## config.mk

```make
export PLATFORM = sky130hd
export DESIGN_NAME = paddle_pot_emu
export DESIGN_NICKNAME = d
export VERILOG_FILES = /design/src/rtl/paddle_pot_emu_pkg.sv /design/src/rtl/paddle_pot_emu_channel.sv /design/src/rtl/paddle_pot_emu.sv
export SDC_FILE = /design/constraint.sdc
export NUM_CORES = 1
export LEC_CHECK = 0
export ABC_AREA = 1
export BUFFER_PORTS_ARGS = -buffer_cell sky130_fd_sc_hd__clkbuf_2
export CAP_MARGIN = 20
export CELL_PAD_IN_SITES_DETAIL_PLACEMENT = 1
export CELL_PAD_IN_SITES_GLOBAL_PLACEMENT = 1
export CORE_AREA = 2 2 114 105
export DETAILED_ROUTE_END_ITERATION = 6
export DIE_AREA = 0 0 116 107
export PLACE_DENSITY_LB_ADDON = 0.3
export REMOVE_ABC_BUFFERS = 1
export SYNTH_ARGS = -nofsm -noshare
export SYNTH_HDL_FRONTEND = slang
export SYNTH_SLANG_ARGS = --single-unit
```

## constraint.sdc

```tcl
create_clock -name clk_sys -period 1.5 [get_ports clk_sys]
set_input_delay 0.3 -clock clk_sys [delete_from_list [all_inputs] [get_ports clk_sys]]
set_output_delay 0.3 -clock clk_sys [all_outputs]
set_load 0.01 [all_outputs]
```

## src/rtl/paddle_pot_emu_pkg.sv

```systemverilog
// Shared types and helpers for the paddle potentiometer emulator.
// Optional build macro used by the emulator files: PADDLE_ACCEL_EN.
package paddle_pkg;

    typedef enum logic [1:0] {
        PM_DIGITAL = 2'd0,
        PM_Y       = 2'd1,
        PM_X       = 2'd2,
        PM_PADDLE  = 2'd3
    } pmode_t;

    localparam int POS_MIN = 0;
    localparam int POS_MAX = 255;

    // Signed two's-complement stick value to unsigned 0..255 (-128 -> 0x00, +127 -> 0xFF)
    function automatic logic [7:0] stick_to_u8(input logic [7:0] s);
        return {~s[7], s[6:0]};
    endfunction

endpackage

```

## src/rtl/paddle_pot_emu_channel.sv

```systemverilog
// One emulated paddle channel: digital position, RC-charge down-counter
// and (with PADDLE_ACCEL_EN defined) a held-frame acceleration counter.
module paddle_channel
    import paddle_pkg::*;
#(
    parameter int POS_CENTER = 128,
    parameter int SPD_SLOW   = 5,
    parameter int SPD_FAST   = 8,
    parameter int SPD_MAX    = 12,
    parameter int ACCEL_FR   = 8
) (
    input  logic       clk_sys,
    input  logic       reset,
    input  logic       fr,
    input  logic       ln,
    input  logic       speed_fast,
    input  logic [1:0] mode,
    input  logic       invert,
    input  logic       btn_up,
    input  logic       btn_down,
    input  logic [7:0] ana_x,
    input  logic [7:0] ana_y,
    input  logic [7:0] paddle,
    output logic       pot_out,
    output logic [7:0] pos_out
);

    logic [7:0] pos;
    logic [7:0] cap;
    logic [7:0] load_val;
    logic [7:0] pos_next;
    logic [8:0] pos_sum;
    logic [8:0] base_step;
    logic [8:0] step;
    pmode_t     pmode;

    assign pmode     = pmode_t'(mode);
    assign base_step = speed_fast ? 9'(SPD_FAST) : 9'(SPD_SLOW);

`ifdef PADDLE_ACCEL_EN
    logic [7:0] hold;
    logic [7:0] hold_eff;
    logic       last_dir;
    logic       held;
    logic [8:0] accel_sum;

    // Step grows by one every ACCEL_FR held frames; a direction change restarts the count
    always_comb begin
        held      = btn_up ^ btn_down;
        hold_eff  = (btn_down != last_dir) ? 8'd0 : hold;
        accel_sum = base_step + 9'(hold_eff / 8'(ACCEL_FR));
        step      = base_step;
        if (held) begin
            step = (accel_sum > 9'(SPD_MAX)) ? 9'(SPD_MAX) : accel_sum;
        end
    end

    // Held-frame counter advances once per frame and freezes once the step ceiling is reached
    always_ff @(posedge clk_sys or negedge reset) begin
        if (!reset) begin
            hold     <= 8'd0;
            last_dir <= 1'b0;
        end else if (fr) begin
            if (pmode == PM_DIGITAL && held) begin
                hold     <= (step == 9'(SPD_MAX)) ? hold_eff : hold_eff + 8'd1;
                last_dir <= btn_down;
            end else begin
                hold <= 8'd0;
            end
        end
    end
`else
    assign step = base_step;

    // Acceleration settings only matter in the accelerated build; this keeps them referenced here
    if (SPD_MAX < 1 || ACCEL_FR < 1) begin : g_accel_cfg_unused
    end
`endif

    // Saturating 9-bit position update; down wins when both buttons are held
    always_comb begin
        pos_next = pos;
        pos_sum  = 9'd0;
        if (btn_down) begin
            pos_sum  = {1'b0, pos} + step;
            pos_next = (pos_sum > 9'(POS_MAX)) ? 8'(POS_MAX) : pos_sum[7:0];
        end else if (btn_up) begin
            pos_next = ({1'b0, pos} < step) ? 8'(POS_MIN) : 8'({1'b0, pos} - step);
        end
    end

    // Select the frame's charge value from the chosen source, then optionally invert it
    always_comb begin
        case (pmode)
            PM_DIGITAL: load_val = pos;
            PM_Y:       load_val = stick_to_u8(ana_y);
            PM_X:       load_val = stick_to_u8(ana_x);
            default:    load_val = paddle;
        endcase
        load_val = load_val ^ {8{invert}};
    end

    // Load on frame start (position uses its pre-update value), otherwise count down per line
    always_ff @(posedge clk_sys or negedge reset) begin
        if (!reset) begin
            pos <= 8'(POS_CENTER);
            cap <= 8'd0;
        end else if (fr) begin
            cap <= load_val;
            if (pmode == PM_DIGITAL) begin
                pos <= pos_next;
            end
        end else if (ln && cap != 8'd0) begin
            cap <= cap - 8'd1;
        end
    end

    assign pot_out = (cap == 8'd0);
    assign pos_out = pos;

endmodule

```

## src/rtl/paddle_pot_emu.sv

```systemverilog
// N-channel paddle potentiometer emulator for the AY-3-8500 core.
// Shared hsync/vsync edge detection plus one paddle_channel per channel.
// Optional build macro: PADDLE_ACCEL_EN (held-button step acceleration).
module paddle_pot_emu
    import paddle_pkg::*;
#(
    parameter int NUM_CH     = 2,
    parameter int POS_CENTER = 128,
    parameter int SPD_SLOW   = 5,
    parameter int SPD_FAST   = 8,
    parameter int SPD_MAX    = 12,
    parameter int ACCEL_FR   = 8
) (
    input  logic                  clk_sys,
    input  logic                  reset,
    input  logic                  hs,
    input  logic                  vs,
    input  logic                  speed_fast,
    input  logic [2*NUM_CH-1:0]   mode,
    input  logic [NUM_CH-1:0]     invert,
    input  logic [NUM_CH-1:0]     btn_up,
    input  logic [NUM_CH-1:0]     btn_down,
    input  logic [8*NUM_CH-1:0]   ana_x,
    input  logic [8*NUM_CH-1:0]   ana_y,
    input  logic [8*NUM_CH-1:0]   paddle,
    output logic [NUM_CH-1:0]     pot_out,
    output logic [8*NUM_CH-1:0]   pos_out
);

    logic hs_q;
    logic vs_q;
    logic fr;
    logic ln;

    // Delayed sync copies for rising-edge detection
    always_ff @(posedge clk_sys or negedge reset) begin
        if (!reset) begin
            hs_q <= 1'b0;
            vs_q <= 1'b0;
        end else begin
            hs_q <= hs;
            vs_q <= vs;
        end
    end

    assign fr = vs & ~vs_q;
    assign ln = hs & ~hs_q;

    for (genvar i = 0; i < NUM_CH; i++) begin : g_ch
        paddle_channel #(
            .POS_CENTER (POS_CENTER),
            .SPD_SLOW   (SPD_SLOW),
            .SPD_FAST   (SPD_FAST),
            .SPD_MAX    (SPD_MAX),
            .ACCEL_FR   (ACCEL_FR)
        ) u_ch (
            .clk_sys    (clk_sys),
            .reset      (reset),
            .fr         (fr),
            .ln         (ln),
            .speed_fast (speed_fast),
            .mode       (mode[2*i +: 2]),
            .invert     (invert[i]),
            .btn_up     (btn_up[i]),
            .btn_down   (btn_down[i]),
            .ana_x      (ana_x[8*i +: 8]),
            .ana_y      (ana_y[8*i +: 8]),
            .paddle     (paddle[8*i +: 8]),
            .pot_out    (pot_out[i]),
            .pos_out    (pos_out[8*i +: 8])
        );
    end

endmodule
```

==> impl_metrics.csv <==
group,metric,value,unit
floorplanning,initial_utilization,0.334,
floorplanning,dieArea,12400,sq um
sta,timing_hold_violations_final,0,
synthesis,syn_avg_cell_area,6.10,sq um
sta,setup_viol,18,
clock_tree,clk_latency,280,ps
power,leakage,2.89,nW
floorplanning,io_pins,81,
sta,slew_headroom,0.725,
critical_path,cp.required,1670,ps
critical_path,cp-start-kind,"flip-flop",
clock_tree,numCtsBuffers,5,
routing,drtPass1Iterations,4,
power,p_clk_frac,0.154,
routing,postRouteAntennaNets,0,
sta,post-route-period-util,1.14,
synthesis,ys.flop_type,"dfrtp_1",
critical_path,cp_max_fo,3,
clock_tree,clockRootBuffer,"clkbuf_16",
layout,final_core_util,0.515,
placed_design,place_hpwl,10.8,mm
global_routing,grt.total_usage,0.243,
critical_path,end_kind,"flip-flop",
layout,n_fill_cell,1475,
power,p_seq_frac,0.199,
critical_path,timing.rr.start,"g_ch[1].u_ch.pos_out[2]",
power,peakVddDrop,0.629,mV
clock_tree,clockBufferDepth,2,
floorplanning,rows,37,
global_routing,met1_usage,0.303,
synthesis,synth-edff-count,0,
routing,first_iter_violations,209,
synthesis,ys_async_sr_fraction,1.00,
layout,drive_above_1_share,0.450,
layout,seqCellArea,861,sq um
critical_path,crit_type,"reg -> reg",
layout,diodes,0,
routing,wl_per_cell,17.4,microns
status,outcome,"finished, violations left",
layout,multi_input_area,3030,sq um
sta,fin_skew,2.48,ps
global_routing,grtUsageMet3,0.0237,
power,power_frac_comb,0.647,
critical_path,r2r_slack,-220,ps
sta,tightest_slew,411,ps
sta,min_period,1720,ps
critical_path,r2r-end,"g_ch[1].u_ch.pos_out[4]",
routing,wl,16.3,mm
clock_tree,cts.sinks,34,
sta,fin_ws,-215,ps
global_routing,busiest_layer,"met2",
critical_path,rr_worst_depth,9,
synthesis,postSynthCellCount,613,
sta,clock.fmax,0.583,GHz
clock_tree,cts-htree-levels,2,
power,intPower,0.00416,W
floorplanning,die_w,116,microns
global_routing,antenna_found_initial,0,
synthesis,synth.cell_area,3740,sq um
job,maxCapViolCount,0,
floorplanning,coreArea,11200,sq um
min_path,holdPathEnd,"hs_q",
floorplanning,die_h,107,microns
global_routing,grt_max_degree,35,
global_routing,grt_pass1_wl,24.2,mm
status,violations,"negative setup slack",
power,p_sw,0.00362,W
placed_design,gp_congestion,0.915,
global_routing,use_met2,0.437,
power,switching_share,0.466,
global_routing,grt_overflow,0,
routing,drc_errors,0,
power,finalPower,0.00778,W
min_path,hold_class,"in -> reg",
sta,slew_viol_final,0,
layout,final_nets,862,
sta,setup_tns,-2580,ps
routing,dr_total_vias,4836,
critical_path,arrival,1890,ps
routing,viasPerCell,5.17,
layout,area_delta_synth_final,54.5,%
synthesis,ys_seq_area_frac,0.228,
global_routing,grt_pass1_vias,5159,
power,power.density,1350,nW/um^2
clock_tree,cts_tree,"done",
synthesis,ys_types,41,
placed_design,numPortBuffers,80,
min_path,worstHoldStart,"hs",
placed_design,placed_cells,898,
synthesis,ys_seq_elements,34,
clock_tree,cts.clk_slew.worst_paths,60,ps
placed_design,post-place-ws,-454,ps
synthesis,synth_warnings,0,
sta,rsz0062_at_grt,"true",
min_path,min_path_cells,1,
layout,instances_no_fill,936,
power groups by stage:
stage / registers, W / logic, W / clock network, W
after floorplan: 0.00153 / 0.00181 / 0
after global placement: 0.00146 / 0.00343 / 0
after detailed placement: 0.00147 / 0.00353 / 0
after CTS: 0.00149 / 0.00421 / 0.00121
after global routing: 0.00157 / 0.00543 / 0.00123
final: 0.00155 / 0.00503 / 0.00120
what timing repair did:
item	CTS	global route
gates resized for setup	85	91
endpoints found under the hold margin	32	0
pin swaps	40	30
endpoints found under the setup margin	19	30
cloned	0	0
setup buffers	23	6
hold buffers	1	0
sequential cells by signal, indices dropped and copies added (netlist names):
| register | cells |
|---|---|
| g_ch.u_ch.pos_out | 16 |
| hs_q | 1 |
| vs_q | 1 |
| g_ch.u_ch.cap | 16 |
metrics by stage:
stage / hold WS [ps] / area [sq um]
5_1_grt: 142 / 5770
4_1_cts: 143 / 5400
6_report: 143 / 5770
3_3_place_gp: 282 / 4730
3_5_place_dp: 282 / 4730
2_1_floorplan: 4.41 / 3640
kinds of logic after synthesis:
| kind of cell | after synthesis | share of synthesized area |
|---|---|---|
| DFF | 34 | 0.228 |
| adders and majority gates | 20 | 0.0670 |
| buffers and inverters | 100 | 0.113 |
| AOI/OAI and AO/OA | 85 | 0.127 |
| and+or+nand+nor | 366 | 0.446 |
| xor gates and xnor gates | 8 | 0.0187 |
worst max-delay path, cell delays in order, from the launching register on:
cell     delay, ps
dfrtp_1        440
ha_4           320
inv_2           50
buf_4          130
nand3_2         90
nand3_2        100
xor2_1         220
nor2_2          70
nor2_2         120
nor2_1          50
cells in the final DEF (no fill, tap or decap), types with 3 or more instances in the layout:
master     count
or2_1          3
nand4_1       15
clkinv_2       3
ha_1           3
dfrtp_2        6
ha_2           4
xor2_1         6
a21oi_2        8
inv_1         50
a21oi_1       19
buf_4         80
inv_4          4
clkbuf_2      78
nor2_2        17
o21ai_2        9
inv_2         26
nor2_4        11
clkbuf_16      5
nand3_4        4
nand2_1      163
ha_4          13
buf_6         12
o21ai_0       17
o211ai_1      10
nand2_2       30
nand3_1       58
nand2_4       11
nor2_1        33
o21ai_1       13
nand3_2       12
dfrtp_1       26
layer usage:
metal	wire length (microns)	vias up
li1	-	2320
met1	6800	2377
met2	8570	99
met3	403	40
met4	482	0
met5	0	-
worst max path at each step:
stage	cells past startpoint	slack [ps]	end	start
final	9	-220	g_ch[1].u_ch.pos_out[4]	g_ch[1].u_ch.pos_out[2]
after global routing	10	-290	g_ch[1].u_ch.pos_out[6]	g_ch[1].u_ch.pos_out[2]
after CTS	10	-100	g_ch[1].u_ch.pos_out[4]	g_ch[1].u_ch.pos_out[0]
after detailed placement	12	-450	g_ch[1].u_ch.pos_out[5]	speed_fast
after global placement	13	-360	g_ch[1].u_ch.pos_out[7]	speed_fast
after floorplan	6	-350	g_ch[1].u_ch.pos_out[0]	vs_q
synthesized netlist by cell type (3+ instances only):
library cell | n | area (sq um)
nor2_2 | 10 | 62.6
o211ai_1 | 10 | 75.1
nor2_1 | 46 | 173
o21ai_1 | 14 | 70.1
ha_1 | 20 | 250
nand2_2 | 4 | 25.0
nand3_1 | 72 | 360
buf_4 | 5 | 37.5
nor2_4 | 5 | 56.3
xor2_1 | 6 | 52.6
inv_2 | 17 | 63.8
or2_1 | 3 | 18.8
o21ai_0 | 24 | 120
nand2_1 | 199 | 747
a21oi_1 | 29 | 145
buf_2 | 6 | 30.0
inv_1 | 63 | 236
nand4_1 | 15 | 93.8
dfrtp_1 | 32 | 801
layout make-up:
class | instances | area share
clock buffers | 5 | 0.0217
clock inverters | 3 | 0.00693
inverters | 85 | 0.0587
multi-input cells | 479 | 0.525
flip-flops and latches | 34 | 0.149
well taps | 156 | 0.0338
repair buffers | 174 | 0.205
(Power assumes the default switching activity.)
